`config.mk`:
```
export PLATFORM = sky130hd
export DESIGN_NAME = sdram_bus_bridge
export DESIGN_NICKNAME = d
export VERILOG_FILES = /design/src/rtl/sdram_pkg.sv /design/src/rtl/sdram_bus_bridge.sv
export SDC_FILE = /design/constraint.sdc
export NUM_CORES = 1
export LEC_CHECK = 0
export CELL_PAD_IN_SITES_DETAIL_PLACEMENT = 2
export CELL_PAD_IN_SITES_GLOBAL_PLACEMENT = 2
export CORE_MARGIN = 4
export CORE_UTILIZATION = 37
export DETAILED_ROUTE_END_ITERATION = 16
export GPL_TIMING_DRIVEN = 0
export PLACE_DENSITY = 0.91
export SYNTH_ARGS = -nofsm -noshare
export SYNTH_HDL_FRONTEND = slang
export SYNTH_SLANG_ARGS = --single-unit
```
`constraint.sdc`:
```
create_clock -name clk -period 5.2 [get_ports clk]
set_clock_uncertainty 0.05 [all_clocks]
set_input_delay 0.78 -clock clk [delete_from_list [all_inputs] [get_ports clk]]
set_output_delay 0.78 -clock clk [all_outputs]
set_load 0.005 [all_outputs]
```
`src/rtl/sdram_pkg.sv`:
```
// Shared types and helpers for the SDRAM CPU-side bridge.
// State encoding, controller timing and byte-lane helpers.
package sdram_pkg;

  typedef enum logic [2:0] {
    INIT,
    IDLE,
    RD_WAIT,
    WR_WAIT,
    DRAIN
  } state_t;

  localparam int FRAME_CLK   = 16;
  localparam int REFRESH_CNT = 31;

  function automatic logic [3:0] dqm_of(
    input logic [3:0] strb
  );
    return ~strb;
  endfunction

  function automatic logic [31:0] merge_bytes(
    input logic [31:0] old_w,
    input logic [31:0] new_w,
    input logic [3:0]  strb
  );
    logic [31:0] r;
    r = old_w;
    for (int i = 0; i < 4; i++)
      if (strb[i]) r[8*i +: 8] = new_w[8*i +: 8];
    return r;
  endfunction

endpackage

```
`src/rtl/sdram_bus_bridge.sv`:
```
// CPU valid/ready port to SDRAM controller oe/we bridge with
// init sequencing, a posted-write buffer and a one-word read cache.
module sdram_bus_bridge
  import sdram_pkg::*;
#(
  parameter int AW         = 26,
  parameter int INIT_WAIT  = 600,
  parameter int INIT_PULSE = 4,
  parameter int READ_CACHE = 1
) (
  input  logic          clk,
  input  logic          resetq,
  input  logic          mem_valid,
  input  logic [AW-1:0] mem_addr,
  input  logic [3:0]    mem_wstrb,
  input  logic [31:0]   mem_wdata,
  output logic          mem_ready,
  output logic [31:0]   mem_rdata,
  output logic          sd_init,
  output logic [AW-1:0] sd_addr,
  output logic          sd_we,
  output logic          sd_oe,
  output logic [3:0]    sd_dqm,
  output logic [31:0]   sd_din,
  input  logic [31:0]   sd_dout,
  input  logic          sd_ready
);

  localparam int CW = $clog2(INIT_WAIT + 1);
  localparam int TW = AW - 2;

  state_t          r_state, r_state_n;
  logic [CW-1:0]   r_cnt, r_cnt_n;
  logic            r_init, r_init_n;
  logic [AW-1:0]   r_addr, r_addr_n;
  logic            r_we, r_we_n;
  logic            r_oe, r_oe_n;
  logic [3:0]      r_dqm, r_dqm_n;
  logic [31:0]     r_din, r_din_n;
  logic            r_ready, r_ready_n;
  logic [31:0]     r_rdata, r_rdata_n;
  logic            r_rdy_q;
  logic            r_wb_vld, r_wb_vld_n;
  logic [TW-1:0]   r_wb_addr, r_wb_addr_n;
  logic [31:0]     r_wb_data, r_wb_data_n;
  logic [3:0]      r_wb_strb, r_wb_strb_n;
  logic            r_c_vld, r_c_vld_n;
  logic [TW-1:0]   r_c_tag, r_c_tag_n;
  logic [31:0]     r_c_data, r_c_data_n;

  logic            w_rdy_rise;
  logic [TW-1:0]   w_tag;
  logic            w_hit;
  logic            w_req;
  logic            w_unused;

  assign w_unused   = &{1'b0, mem_addr[1:0]};
  assign w_rdy_rise = sd_ready & ~r_rdy_q;
  assign w_tag      = mem_addr[AW-1:2];
  assign w_hit      = (READ_CACHE != 0) && r_c_vld
                      && (r_c_tag == w_tag);
  // r_ready blocks re-accepting the request being acknowledged
  assign w_req      = mem_valid && !r_ready;

  always_comb begin
    r_state_n   = r_state;
    r_cnt_n     = r_cnt;
    r_init_n    = 1'b0;
    r_addr_n    = r_addr;
    r_we_n      = r_we;
    r_oe_n      = r_oe;
    r_dqm_n     = r_dqm;
    r_din_n     = r_din;
    r_ready_n   = 1'b0;
    r_rdata_n   = r_rdata;
    r_wb_vld_n  = r_wb_vld;
    r_wb_addr_n = r_wb_addr;
    r_wb_data_n = r_wb_data;
    r_wb_strb_n = r_wb_strb;
    r_c_vld_n   = r_c_vld;
    r_c_tag_n   = r_c_tag;
    r_c_data_n  = r_c_data;
    unique case (r_state)
      INIT: begin
        r_cnt_n  = r_cnt + 1'b1;
        r_init_n = (r_cnt < CW'(INIT_PULSE));
        if (r_cnt == CW'(INIT_WAIT - 1)) begin
          r_state_n = IDLE;
          r_init_n  = 1'b0;
        end
      end
      IDLE: begin
        if (r_wb_vld) begin
          r_addr_n  = {r_wb_addr, 2'b00};
          r_din_n   = r_wb_data;
          r_dqm_n   = dqm_of(r_wb_strb);
          r_we_n    = 1'b1;
          r_state_n = WR_WAIT;
        end else if (w_req && (mem_wstrb != 4'b0000)) begin
          r_wb_vld_n  = 1'b1;
          r_wb_addr_n = w_tag;
          r_wb_data_n = mem_wdata;
          r_wb_strb_n = mem_wstrb;
          r_ready_n   = 1'b1;
          if (w_hit)
            r_c_data_n = merge_bytes(r_c_data, mem_wdata,
                                     mem_wstrb);
        end else if (w_req && w_hit) begin
          r_ready_n = 1'b1;
          r_rdata_n = r_c_data;
        end else if (w_req) begin
          r_addr_n  = {w_tag, 2'b00};
          r_dqm_n   = 4'b0000;
          r_oe_n    = 1'b1;
          r_state_n = RD_WAIT;
        end
      end
      RD_WAIT: begin
        if (w_rdy_rise) begin
          r_oe_n     = 1'b0;
          r_rdata_n  = sd_dout;
          r_c_vld_n  = 1'b1;
          r_c_tag_n  = r_addr[AW-1:2];
          r_c_data_n = sd_dout;
          r_ready_n  = 1'b1;
          r_state_n  = DRAIN;
        end
      end
      WR_WAIT: begin
        if (w_rdy_rise) begin
          r_we_n     = 1'b0;
          r_wb_vld_n = 1'b0;
          r_state_n  = DRAIN;
        end
      end
      DRAIN: begin
        if (!sd_ready) r_state_n = IDLE;
      end
      default: r_state_n = INIT;
    endcase
  end

  always_ff @(posedge clk or negedge resetq) begin
    if (!resetq) begin
      r_state   <= INIT;
      r_cnt     <= '0;
      r_init    <= 1'b0;
      r_addr    <= '0;
      r_we      <= 1'b0;
      r_oe      <= 1'b0;
      r_dqm     <= 4'b0000;
      r_din     <= '0;
      r_ready   <= 1'b0;
      r_rdata   <= '0;
      r_rdy_q   <= 1'b0;
      r_wb_vld  <= 1'b0;
      r_wb_addr <= '0;
      r_wb_data <= '0;
      r_wb_strb <= 4'b0000;
      r_c_vld   <= 1'b0;
      r_c_tag   <= '0;
      r_c_data  <= '0;
    end else begin
      r_state   <= r_state_n;
      r_cnt     <= r_cnt_n;
      r_init    <= r_init_n;
      r_addr    <= r_addr_n;
      r_we      <= r_we_n;
      r_oe      <= r_oe_n;
      r_dqm     <= r_dqm_n;
      r_din     <= r_din_n;
      r_ready   <= r_ready_n;
      r_rdata   <= r_rdata_n;
      r_rdy_q   <= sd_ready;
      r_wb_vld  <= r_wb_vld_n;
      r_wb_addr <= r_wb_addr_n;
      r_wb_data <= r_wb_data_n;
      r_wb_strb <= r_wb_strb_n;
      r_c_vld   <= r_c_vld_n;
      r_c_tag   <= r_c_tag_n;
      r_c_data  <= r_c_data_n;
    end
  end

  assign mem_ready = r_ready;
  assign mem_rdata = r_rdata;
  assign sd_init   = r_init;
  assign sd_addr   = r_addr;
  assign sd_we     = r_we;
  assign sd_oe     = r_oe;
  assign sd_dqm    = r_dqm;
  assign sd_din    = r_din;

endmodule

```
# After elaboration in Yosys (flattened, before gate mapping)
# Cells that the tools add are included.
[op_classes]
eq_ne = 28
n_bitwise = 4
magnitude_cmp = 1
reduce_logical = 24
muxes = 47
n_addsub = 1
[op_table]
columns = ["cell", "count"]
rows = [
  ["$mux 32", 7],
  ["$pmux 32 s2", 2],
  ["$mux 26", 4],
  ["$ne 2x2->1 const B", 18],
  ["$reduce_and 6->1", 6],
  ["$mux 8", 4],
  ["$eq 24x24->1", 1],
  ["$mux 3", 7],
  ["$mux 4", 4],
  ["$mux 1", 14],
  ["$pmux 3 s4", 1],
  ["$add 10x1->10 const B", 1],
  ["$eq 10x10->1 const B", 1],
  ["$lt 10x3->1 const B", 1],
  ["$ne 3x3->1 const B", 3],
  ["$pmux 1 s2", 4],
  ["$eq 3x2->1 const B", 2],
  ["$reduce_and 2->1", 3],
  ["$reduce_and 3->1", 2],
  ["$reduce_bool 2->1", 3],
  ["$reduce_and 5->1", 1],
  ["$logic_and 1x1->1", 4],
  ["$not 4->4", 1],
  ["$reduce_and 4->1", 1],
  ["other kinds (9)", 10],
]
[word_totals]
ff_bits = 230
wordCells = 126
in_bits = 98

# Depth between registers and ports, before layout
# Gate-level depths: netlist of the first run.
[depth]
depth_word = 7
mapped_depth = 9
mapped_depth_nobuf = 6

# Worst setup path before layout of the first run
# OpenSTA, ideal clock, no wires.
[synth_path]
path_kind = "input -> register"
from = "input mem_addr[7]"
to = "register r_c_data[24]"
setup_slack_ns = 2.721
t_arrival_ns = 2.304
path_stages = 6
required_ns = 5.025
path_buffers = 0
path_cell_list = "xnor2_1 > nand4_1 > nor4_2 > nand2_2 > a211oi_4 > mux2_2"
[synth_via]
elab_chain_cells = 4
[synth_rtl]
columns = ["element", "line", "text"]
rows = [
  ["start, declared", "sdram_bus_bridge.sv:14", "input logic [AW-1:0] mem_addr,"],
  ["$eq 24x24->1", "sdram_bus_bridge.sv:61", "&& (r_c_tag == w_tag);"],
  ["$logic_and 1x1->1", "sdram_bus_bridge.sv:61", ""],
  ["$ne 2x2->1 (no source line)", "-", ""],
  ["$reduce_and 6->1 (no source line)", "-", ""],
  ["end signal, assigned", "sdram_bus_bridge.sv:181", "r_c_data <= r_c_data_n;"],
  ["end, declared", "sdram_bus_bridge.sv:49", "logic [31:0] r_c_data, r_c_data_n;"],
]
# Every way passes these cells.
# A chain may end at the register's enable or synchronous reset.

# Worst setup path after layout of the first run
[layout_path]
from = "input mem_addr[25]"
to = "register r_rdata[18], in the netlist mem_rdata[18]"
[layout_via]
elab_chain_cells = 5
[layout_rtl]
columns = ["element", "line", "text"]
rows = [
  ["$eq 24x24->1", "sdram_bus_bridge.sv:61", ""],
  ["$logic_and 1x1->1", "sdram_bus_bridge.sv:61", ""],
  ["$logic_and 1x1->1", "sdram_bus_bridge.sv:108", "end else if (w_req && w_hit) begin"],
  ["$ne 2x2->1 (no source line)", "-", ""],
  ["$reduce_and 5->1 (no source line)", "-", ""],
  ["end signal, assigned", "sdram_bus_bridge.sv:173", "r_rdata <= r_rdata_n;"],
  ["end, declared", "sdram_bus_bridge.sv:41", "logic [31:0] r_rdata, r_rdata_n;"],
]
# Every way passes these cells.

==> flow_summary.yaml, run 1 <==
final_layout:
  final_cells: 1359
  final_cell_area_mm2: 0.01328
  drive_above_1_share: 0.2319
  area_growth_pct: 33.94
  utilization: 0.5067
  nets: 1099
timing:
  timing.setup.tns_ns: 0
  grt_setup_unrepaired: "no"
  hold_viol_final: 0
  finalCriticalPeriod_ns: 3.450
  max_freq_mhz: 289.8
  max_slew_margin: 0.3914
  min_period_over_period: 0.6635
  setup_ws_ns: 1.750
  slew_violations: 0
  hold_slack_ns: 0.2570
  tightest_slew_ns: 0.9059
  setup_viol: 0
worst_setup_path:
  crit_required_ns: 5.64
  cpPeakStageDelay_ns: 0.55
  worstPathArrival_ns: 3.89
  end_kind: "register"
  crit_path_start: "mem_addr[25]"
  critical_path.max_fanout: 10
  crit_end: "mem_rdata[18]"
  crit_chain: "clkdlybuf4s50_1 > xnor2_1 > nand3_1 > nor3_1 > nand4_1 > nand2_1 > buf_2 > o21a_1"
  r2r-end: "r_c_data[20]"
  worst-r2r-cell-count: 5
  r2r-start: "r_state[2]"
  reg2reg_slack_ns: 2.22
  worstSetupPathType: "input pin to register"
  slowest_stage: "clkdlybuf4s50_1"
  cp-start-kind: "input pin"
global_route:
  antenna_found_initial: 4
  grt_max_degree: 119
  grt_overflow: 0
  grt_pass1_vias: 8936
  grt_pass1_wl_um: 59170
  grt.total_usage: 0.2640
placement:
  dpl_worst_slack_ns: 1.326
  place_hpwl_um: 24160
  placed_area_mm2: 0.01228
  gp_congestion: 0.7828
  placedCellCount: 1305
  portBuffers: 191
die:
  start_util: 0.3783
  fp-row-count: 59
  fp.dieH_um: 171.7
  core_mm2: 0.02621
  io_pins: 196
  die-area_mm2: 0.02948
  chipWidth_um: 171.7
power:
  power_mw: 8.495
  cellPowerDensity_mw_per_mm2: 639.8
  p_comb_frac: 0.369
  intPower_mw: 5.544
  irDropWorstVdd_v: 0.0003954
  seq_power_share: 0.384
  p_clk_frac: 0.246
  swShare: 0.3474
  p_sw_mw: 2.951
  power.leakage_nw: 5.460
logic_synthesis:
  syn_inst: 777
  syn-cell-area_mm2: 0.009915
  yosys_warnings: 0
  synth_top_cells_by_count: "dfrtp_1 (228), mux2_2 (157), nand2_1 (89)"
  synth.top_cell.area_share: 0.5755
  ys_dominant_reg_cell: "dfrtp_1"
  yosysTopAreaCell: "dfrtp_1"
  synth.most_common_cell: "dfrtp_1"
  synthDistinctLibCells: 39
  synthArstFlopShare: 1.000
  synth_seq_area_share: 0.5755
  synth_seq_cells: 228
  syn_area_per_cell_um2: 12.76
  synth-edff-count: 0
  ys_top_cells_by_area: "dfrtp_1 (58%), mux2_2 (18%), nand2_1 (3.4%), o22a_1 (2.8%), xnor2_1 (2.7%)"
detailed_routing:
  finalWirelength_um: 39060
  drt_pass1_iterations: 4
  drt_iter0_drc: 387
  num_vias: 7555
  drc: 0
  ant_nets: 0
  viasPerCell: 5.559
  routedWlPerCell_um: 28.74
clock_network:
  cts.repair.resized: 0
  root_buffer: "clkbuf_16"
  max-clock-path-buffers: 3
  clkSinkCount: 228
  post-cts-setup-buffers: 0
  h-tree-depth: 1
  clock_latency_ns: 0.55
  cts_tree: "built"
  holdBufCountCts: 0
  clkTransAtPathRegs_ns: 0.06
  numCtsBuffers: 28
flow_run:
  drv_cap: 0
status:
  status: "completed"
worst_hold_path:
  hp-class: "input pin to asynchronous set/reset pin"
## cell families after synthesis
family | count (synthesis) | synth area share
xor+xnor | 33 | 0.02915
other cells | 1 | 0.0003782
compound gates | 140 | 0.1016
buf+inv | 46 | 0.02133
fa+ha+maj | 1 | 0.001262
flops | 228 | 0.5755
mux | 182 | 0.2037
simple gates | 146 | 0.06714
## metal layers
layer	GRT usage	up-vias	routed length [µm]
met5	0	-	34
met4	0.05305	6	737
met3	0.07217	62	2525
met2	0.4765	241	20300
met1	0.3172	4003	15460
li1	-	3243	-
## registers in the layout, indices dropped and copies added, names as in the netlist
name and count:
r_state 3, r_wb_addr 24, sd_we 1, r_cnt 10, sd_dqm 4, sd_addr 24
r_c_data 32, mem_rdata 32, r_wb_data 32, sd_din 32, r_wb_vld 1, sd_init 1
r_wb_strb 4, sd_oe 1, mem_ready 1, r_rdy_q 1, r_c_tag 24, r_c_vld 1
## layout by cell type (no fill, tap or decap), types with 4 or more instances in the layout
master           netlist  final
dfrtp_1              228    228
clkdlybuf4s50_1        0    190
mux2_2               157    157
nand2_1               89     89
a21oi_1               32     32
o22a_1                32     32
o21a_1                32     32
xnor2_1               31     31
o22ai_1               29     29
clkbuf_16              0     28
clkbuf_1              20     24
mux2i_1               24     24
buf_2                 16     16
nand4_1               15     15
clkbuf_8               0     12
nor2_1                10     10
nand3_1                6      6
o21ai_0                6      6
nor3_1                 5      5
buf_4                  5      5
nand2b_1               4      4
## critical path, delay by kind of cell
kind | cells | cell delay, ns
and+or+nand+nor | 4 | 1.61
buffers and inverters | 2 | 0.90
xor gates and xnor gates | 1 | 0.40
AOI/OAI and AO/OA | 1 | 0.18
## how the worst min path moves through the flow
stage	depth (start not counted)	slack, ns	endpoint
2_1_floorplan	1	0.39	sd_dqm[0]
5_1_grt	1	0.32	r_c_tag[7]
3_5_place_dp	1	0.42	sd_dqm[1]
3_3_place_gp	1	0.40	sd_dqm[0]
6_report	1	0.26	r_c_tag[7]
4_1_cts	1	0.29	r_state[1]
## power groups by stage
stage                     Combinational (mW)  Sequential (mW)  Clock, mW
after global routing                    3.38             3.35       2.21
after CTS                               3.17             3.26       2.13
final                                   3.14             3.27       2.09
after floorplan                         1.58             3.05          0
after detailed placement                3.01             3.20          0
after global placement                  2.81             3.11          0
## layout make-up
cell class / count / area, µm²
Fill cell: 2464 / 12930
Timing Repair Buffer: 192 / 1944
Buffer: 44 / 203.9
Clock inverter: 8 / 111.4
Sequential cell: 228 / 5705
Antenna cell: 2 / 5.005
Tap cell: 335 / 419.2
Inverter: 2 / 7.507
Clock buffer: 44 / 880.8
Multi-Input combinational cell: 504 / 4001
(Power assumes the default switching activity.)
==> run 2, diff against run 1 <==
--- a/config.mk
+++ b/config.mk
@@ -8,10 +8,10 @@
 export CELL_PAD_IN_SITES_DETAIL_PLACEMENT = 2
 export CELL_PAD_IN_SITES_GLOBAL_PLACEMENT = 2
 export CORE_MARGIN = 4
-export CORE_UTILIZATION = 37
+export CORE_UTILIZATION = 31
 export DETAILED_ROUTE_END_ITERATION = 16
 export GPL_TIMING_DRIVEN = 0
-export PLACE_DENSITY = 0.91
+export PLACE_DENSITY = 0.82
 export SYNTH_ARGS = -nofsm -noshare
 export SYNTH_HDL_FRONTEND = slang
 export SYNTH_SLANG_ARGS = --single-unit
==> constraint.sdc (replaced) <==
create_clock -name clk -period 2.8 [get_ports clk]
set_clock_uncertainty 0.05 [all_clocks]
set_input_delay 0.42 -clock clk [delete_from_list [all_inputs] [get_ports clk]]
set_output_delay 0.42 -clock clk [all_outputs]
set_load 0.005 [all_outputs]
==> flow_summary.yaml, run 2 (synthesis results as in run 1) <==
power:
  power.leakage_nw: 5.408
  p_sw_mw: 4.779
  p_comb_frac: 0.378
  intPower_mw: 9.829
  p_clk_frac: 0.222
  cellPowerDensity_mw_per_mm2: 1101
  seq_power_share: 0.401
  irDropWorstVdd_v: 0.0005567
  swShare: 0.3271
timing:
  max_freq_mhz: 372.8
  setup_viol: 0
  min_period_over_period: 0.9580
  max_slew_margin: 0.4451
  setup_ws_ns: 0.1176
  timing.setup.tns_ns: 0
  grt_setup_unrepaired: "no"
  hold_viol_final: 0
  finalCriticalPeriod_ns: 2.682
  hold_slack_ns: 0.2718
  slew_violations: 0
  tightest_slew_ns: 0.8259
die:
  core_mm2: 0.03156
  die-area_mm2: 0.03491
  fp-row-count: 65
  io_pins: 196
  fp.dieH_um: 186.8
  start_util: 0.3142
  chipWidth_um: 186.8
detailed_routing:
  finalWirelength_um: 32350
  routedWlPerCell_um: 22.78
  drt_pass1_iterations: 4
  num_vias: 7238
  drc: 0
  ant_nets: 0
  viasPerCell: 5.097
  drt_iter0_drc: 277
clock_network:
  max-clock-path-buffers: 3
  clock_latency_ns: 0.53
  h-tree-depth: 1
  clkSinkCount: 228
  numCtsBuffers: 27
  root_buffer: "clkbuf_16"
  clkTransAtPathRegs_ns: 0.06
  cts_tree: "built"
worst_setup_path:
  worstPathArrival_ns: 3.04
  critical_path.max_fanout: 8
  crit_required_ns: 3.15
  end_kind: "register"
  worstSetupPathType: "input pin to register"
  cp-start-kind: "input pin"
  reg2reg_slack_ns: 0.14
final_layout:
  nets: 1103
  seqCellArea_mm2: 0.005705
  multi_input_area_mm2: 0.004020
  layout_commonest_cell: "dfrtp_1"
  utilization: 0.4203
  fill_cells: 3180
  area_growth_pct: 33.77
  mostFrequentLayoutCells: "dfrtp_1 (228), clkdlybuf4s50_1 (190), mux2_2 (157)"
  drive_above_1_share: 0.2281
global_route:
  grt_pass1_vias: 8571
  antenna_found_initial: 8
  grt_overflow: 0
  grt.total_usage: 0.1839
  grt_pass1_wl_um: 51330
  grt_max_degree: 113
status:
  status: "completed"
flow_run:
  drv_cap: 0
worst_hold_path:
  hp-class: "input pin to asynchronous set/reset pin"
placement:
  place_hpwl_um: 23300
  gp_congestion: 0.7557
  portBuffers: 191
  dpl_worst_slack_ns: -0.7878
==> run 2: changes by cell type in the layout (fill, tap and decap cells not counted), moves of 2 or more <==
cell,change
clkbuf_1,+2
clkbuf_8,-7
buf_12,+2
nor2_2,+2
bufinv_16,-2
nor2_1,-2
==> run 2: worst paths after layout <==
path / startpoint / end / cells past startpoint
max reg2reg: r_state[2] / r_wb_addr[4] / 7
max: mem_addr[25] / r_c_data[8] / 7
min in group clk: sd_ready / r_rdy_q / 1
min: resetq / r_wb_addr[1] / 2
min reg2reg: r_wb_strb[2] / sd_dqm[2] / 1
max in group asynchronous: resetq / r_cnt[8] / 3
==> run 2: through the flow <==
step | total power, mW | std cells | area, µm²
3_5_place_dp | 11.42 | 1373 | 12390
2_1_floorplan | 8.604 | 778 | 9918
6_report | 14.61 | 1420 | 13260
3_3_place_gp | 11.05 | 1371 | 12330
4_1_cts | 14.81 | 1417 | 13210
5_1_grt | 15.60 | 1419 | 13260
==> run 2: worst max-delay path, cell delays in order <==
cell,delay [ns]
clkdlybuf4s50_1,0.50
xnor2_1,0.38
nand4_1,0.17
nor4_2,0.32
nand2_2,0.21
a211oi_4,0.60
mux2_2,0.41
==> run 2: power groups by stage <==
stage	registers (mW)	clock network, mW	logic (mW)
2_1_floorplan	5.66	0	2.94
3_3_place_gp	5.78	0	5.28
3_5_place_dp	5.89	0	5.53
4_1_cts	5.87	3.34	5.61
5_1_grt	6.08	3.48	6.03
6_report	5.85	3.24	5.52
==> run 2: area by class of cell <==
| class | count | share of cell area |
|---|---|---|
| Clock buffer | 39 | 0.05811 |
| Antenna cell | 1 | 0.0001887 |
| Tap cell | 402 | 0.03792 |
| Multi-Input combinational cell | 504 | 0.3031 |
| Sequential cell | 228 | 0.4302 |
| Inverter | 2 | 0.0005660 |
| Buffer | 44 | 0.01547 |
| Clock inverter | 3 | 0.001415 |
| Timing Repair Buffer | 197 | 0.1530 |
==> run 2: what timing repair did <==
action                                 in CTS  in global routing
resized for setup                           3                  3
hold buffers                                1                  0
setup endpoints to repair                  97                 24
pin swaps                                   1                  2
buffers inserted                            1                  2
endpoints found under the hold margin      18                  0
==> run 2: metal layers <==
metal  up-vias  GRT usage  part of all wire
li1       3237          -                 -
met1      3765     0.2204              0.40
met3        48    0.06700             0.084
met5         -          0            0.0031
met2       172     0.3220              0.49
met4        16    0.03413             0.015
==> run 3, diff against run 2 <==
--- a/config.mk
+++ b/config.mk
@@ -12,6 +12,7 @@
 export DETAILED_ROUTE_END_ITERATION = 16
 export GPL_TIMING_DRIVEN = 0
 export PLACE_DENSITY = 0.82
+export SKIP_CTS_REPAIR_TIMING = 1
 export SYNTH_ARGS = -nofsm -noshare
 export SYNTH_HDL_FRONTEND = slang
 export SYNTH_SLANG_ARGS = --single-unit
==> flow_summary.yaml, run 3 (synthesis results as in run 1) <==
status:
  status: "completed"
clock_network:
  numCtsBuffers: 27
  clock_latency_ns: 0.53
  cts_tree: "built"
  max-clock-path-buffers: 3
  clkSinkCount: 228
  root_buffer: "clkbuf_16"
  h-tree-depth: 1
  clkTransAtPathRegs_ns: 0.06
die:
  die-area_mm2: 0.03491
  fp-row-count: 65
  start_util: 0.3142
  io_pins: 196
  core_mm2: 0.03156
  chipWidth_um: 186.8
  fp.dieH_um: 186.8
worst_setup_path:
  critical_path.max_fanout: 8
  worstSetupPathType: "input pin to register"
  cpPeakStageDelay_ns: 0.60
  cp-start-kind: "input pin"
  path_delay_family: "simple AND/OR/NAND/NOR gates"
  crit_chain: "clkdlybuf4s50_1 > xnor2_1 > nand4_1 > nor4_2 > nand2_2 > a211oi_4 > mux2_2"
  slowest_stage: "a211oi_4"
  path_buf_inv: 1
  reg2reg_slack_ns: 0.16
  crit_required_ns: 3.15
  worstPathArrival_ns: 3.00
  end_kind: "register"
worst_hold_path:
  hp-class: "input pin to asynchronous set/reset pin"
power:
  power.leakage_nw: 5.400
  p_sw_mw: 4.766
  p_comb_frac: 0.377
  cellPowerDensity_mw_per_mm2: 1101
  p_clk_frac: 0.222
  seq_power_share: 0.401
  irDropWorstVdd_v: 0.0005553
  swShare: 0.3266
  intPower_mw: 9.829
detailed_routing:
  drt_pass1_iterations: 4
  viasPerCell: 5.100
  ant_nets: 0
  finalWirelength_um: 32330
  routedWlPerCell_um: 22.77
  drc: 0
  num_vias: 7242
  drt_iter0_drc: 235
timing:
  setup_ws_ns: 0.1530
  finalCriticalPeriod_ns: 2.647
  max_slew_margin: 0.4411
  hold_slack_ns: 0.2686
  setup_viol: 0
  hold_viol_final: 0
  tightest_slew_ns: 0.8320
  min_period_over_period: 0.9454
  slew_violations: 0
  max_freq_mhz: 377.8
global_route:
  grt_pass1_vias: 8542
  grt_pass1_wl_um: 51170
  grt_max_degree: 113
  use_met2: 0.3222
  grt_use_met3: 0.06850
  grt.total_usage: 0.1834
  grtUsageMet1: 0.2184
  globalRoute.busiestLayer: "met2"
  antenna_found_initial: 8
  grt_overflow: 0
placement:
  placed_area_mm2: 0.01239
  portBuffers: 191
  place_hpwl_um: 23300
  gp_congestion: 0.7557
  dpl_worst_slack_ns: -0.7878
final_layout:
  utilization: 0.4200
  nets: 1103
  drive_above_1_share: 0.2281
  fill_cells: 3183
  mostFrequentLayoutCells: "dfrtp_1 (228), clkdlybuf4s50_1 (190), mux2_2 (157)"
  final_cell_area_mm2: 0.01325
  area_growth_pct: 33.68
  layout_commonest_cell: "dfrtp_1"
flow_run:
  drv_cap: 0
## run 3: cell types whose count changed in the layout (fill, tap and decap cells not counted)
cell and delta:
nor4_2 +1, nor4_4 -1
## run 3: through the flow
step	power, mW	cells	TNS (ns)
after floorplan	8.604	778	0
after global placement	11.05	1371	-2086.61
after detailed placement	11.42	1373	-68.27
after CTS	14.81	1415	-11.76
after global routing	15.59	1419	-0.06824
final	14.60	1420	0
## run 3: power groups by stage
| stage | Sequential, mW | Combinational (mW) | Clock, mW |
|---|---|---|---|
| after CTS | 5.87 | 5.60 | 3.34 |
| after detailed placement | 5.89 | 5.53 | 0 |
| after global placement | 5.78 | 5.28 | 0 |
| after floorplan | 5.66 | 2.94 | 0 |
| final | 5.85 | 5.50 | 3.24 |
| after global routing | 6.08 | 6.03 | 3.48 |
## run 3: path summary, 6_finish.rpt
| check | start | end | cells past startpoint |
|---|---|---|---|
| setup / recovery | mem_addr[5] | r_c_data[8] | 7 |
| min in group clk | r_wb_strb[2] | sd_dqm[2] | 1 |
| setup reg to reg | r_state[2] | r_wb_addr[4] | 7 |
| max in group asynchronous | resetq | sd_din[18] | 3 |
| hold reg to reg | r_wb_strb[2] | sd_dqm[2] | 1 |
| hold / removal | resetq | r_wb_addr[4] | 2 |
## run 3: per-layer routing
metal	vias up	wire length, µm
met4	16	498
met1	3758	12980
met5	-	98
met3	48	2778
li1	3240	-
met2	180	15980
## run 3: worst register-to-register path, delay by kind of cell (launching register included)
family | cells | cell delay (ns)
mux | 1 | 0.40
buf+inv | 2 | 0.72
flops | 1 | 0.46
simple gates | 4 | 0.90
## run 3: layout make-up
| cell class | count | area [µm²] | share of cell area |
|---|---|---|---|
| sequential | 228 | 5705 | 0.4305 |
| multi-input combinational | 504 | 4011 | 0.3027 |
| timing repair buffer | 197 | 2029 | 0.1531 |
| clock buffer | 39 | 770.7 | 0.05815 |
| tap | 402 | 503.0 | 0.03795 |
| buffer | 44 | 205.2 | 0.01548 |
| clock inverter | 3 | 18.77 | 0.001416 |
| inverter | 2 | 7.507 | 0.0005664 |
| antenna | 1 | 2.502 | 0.0001888 |
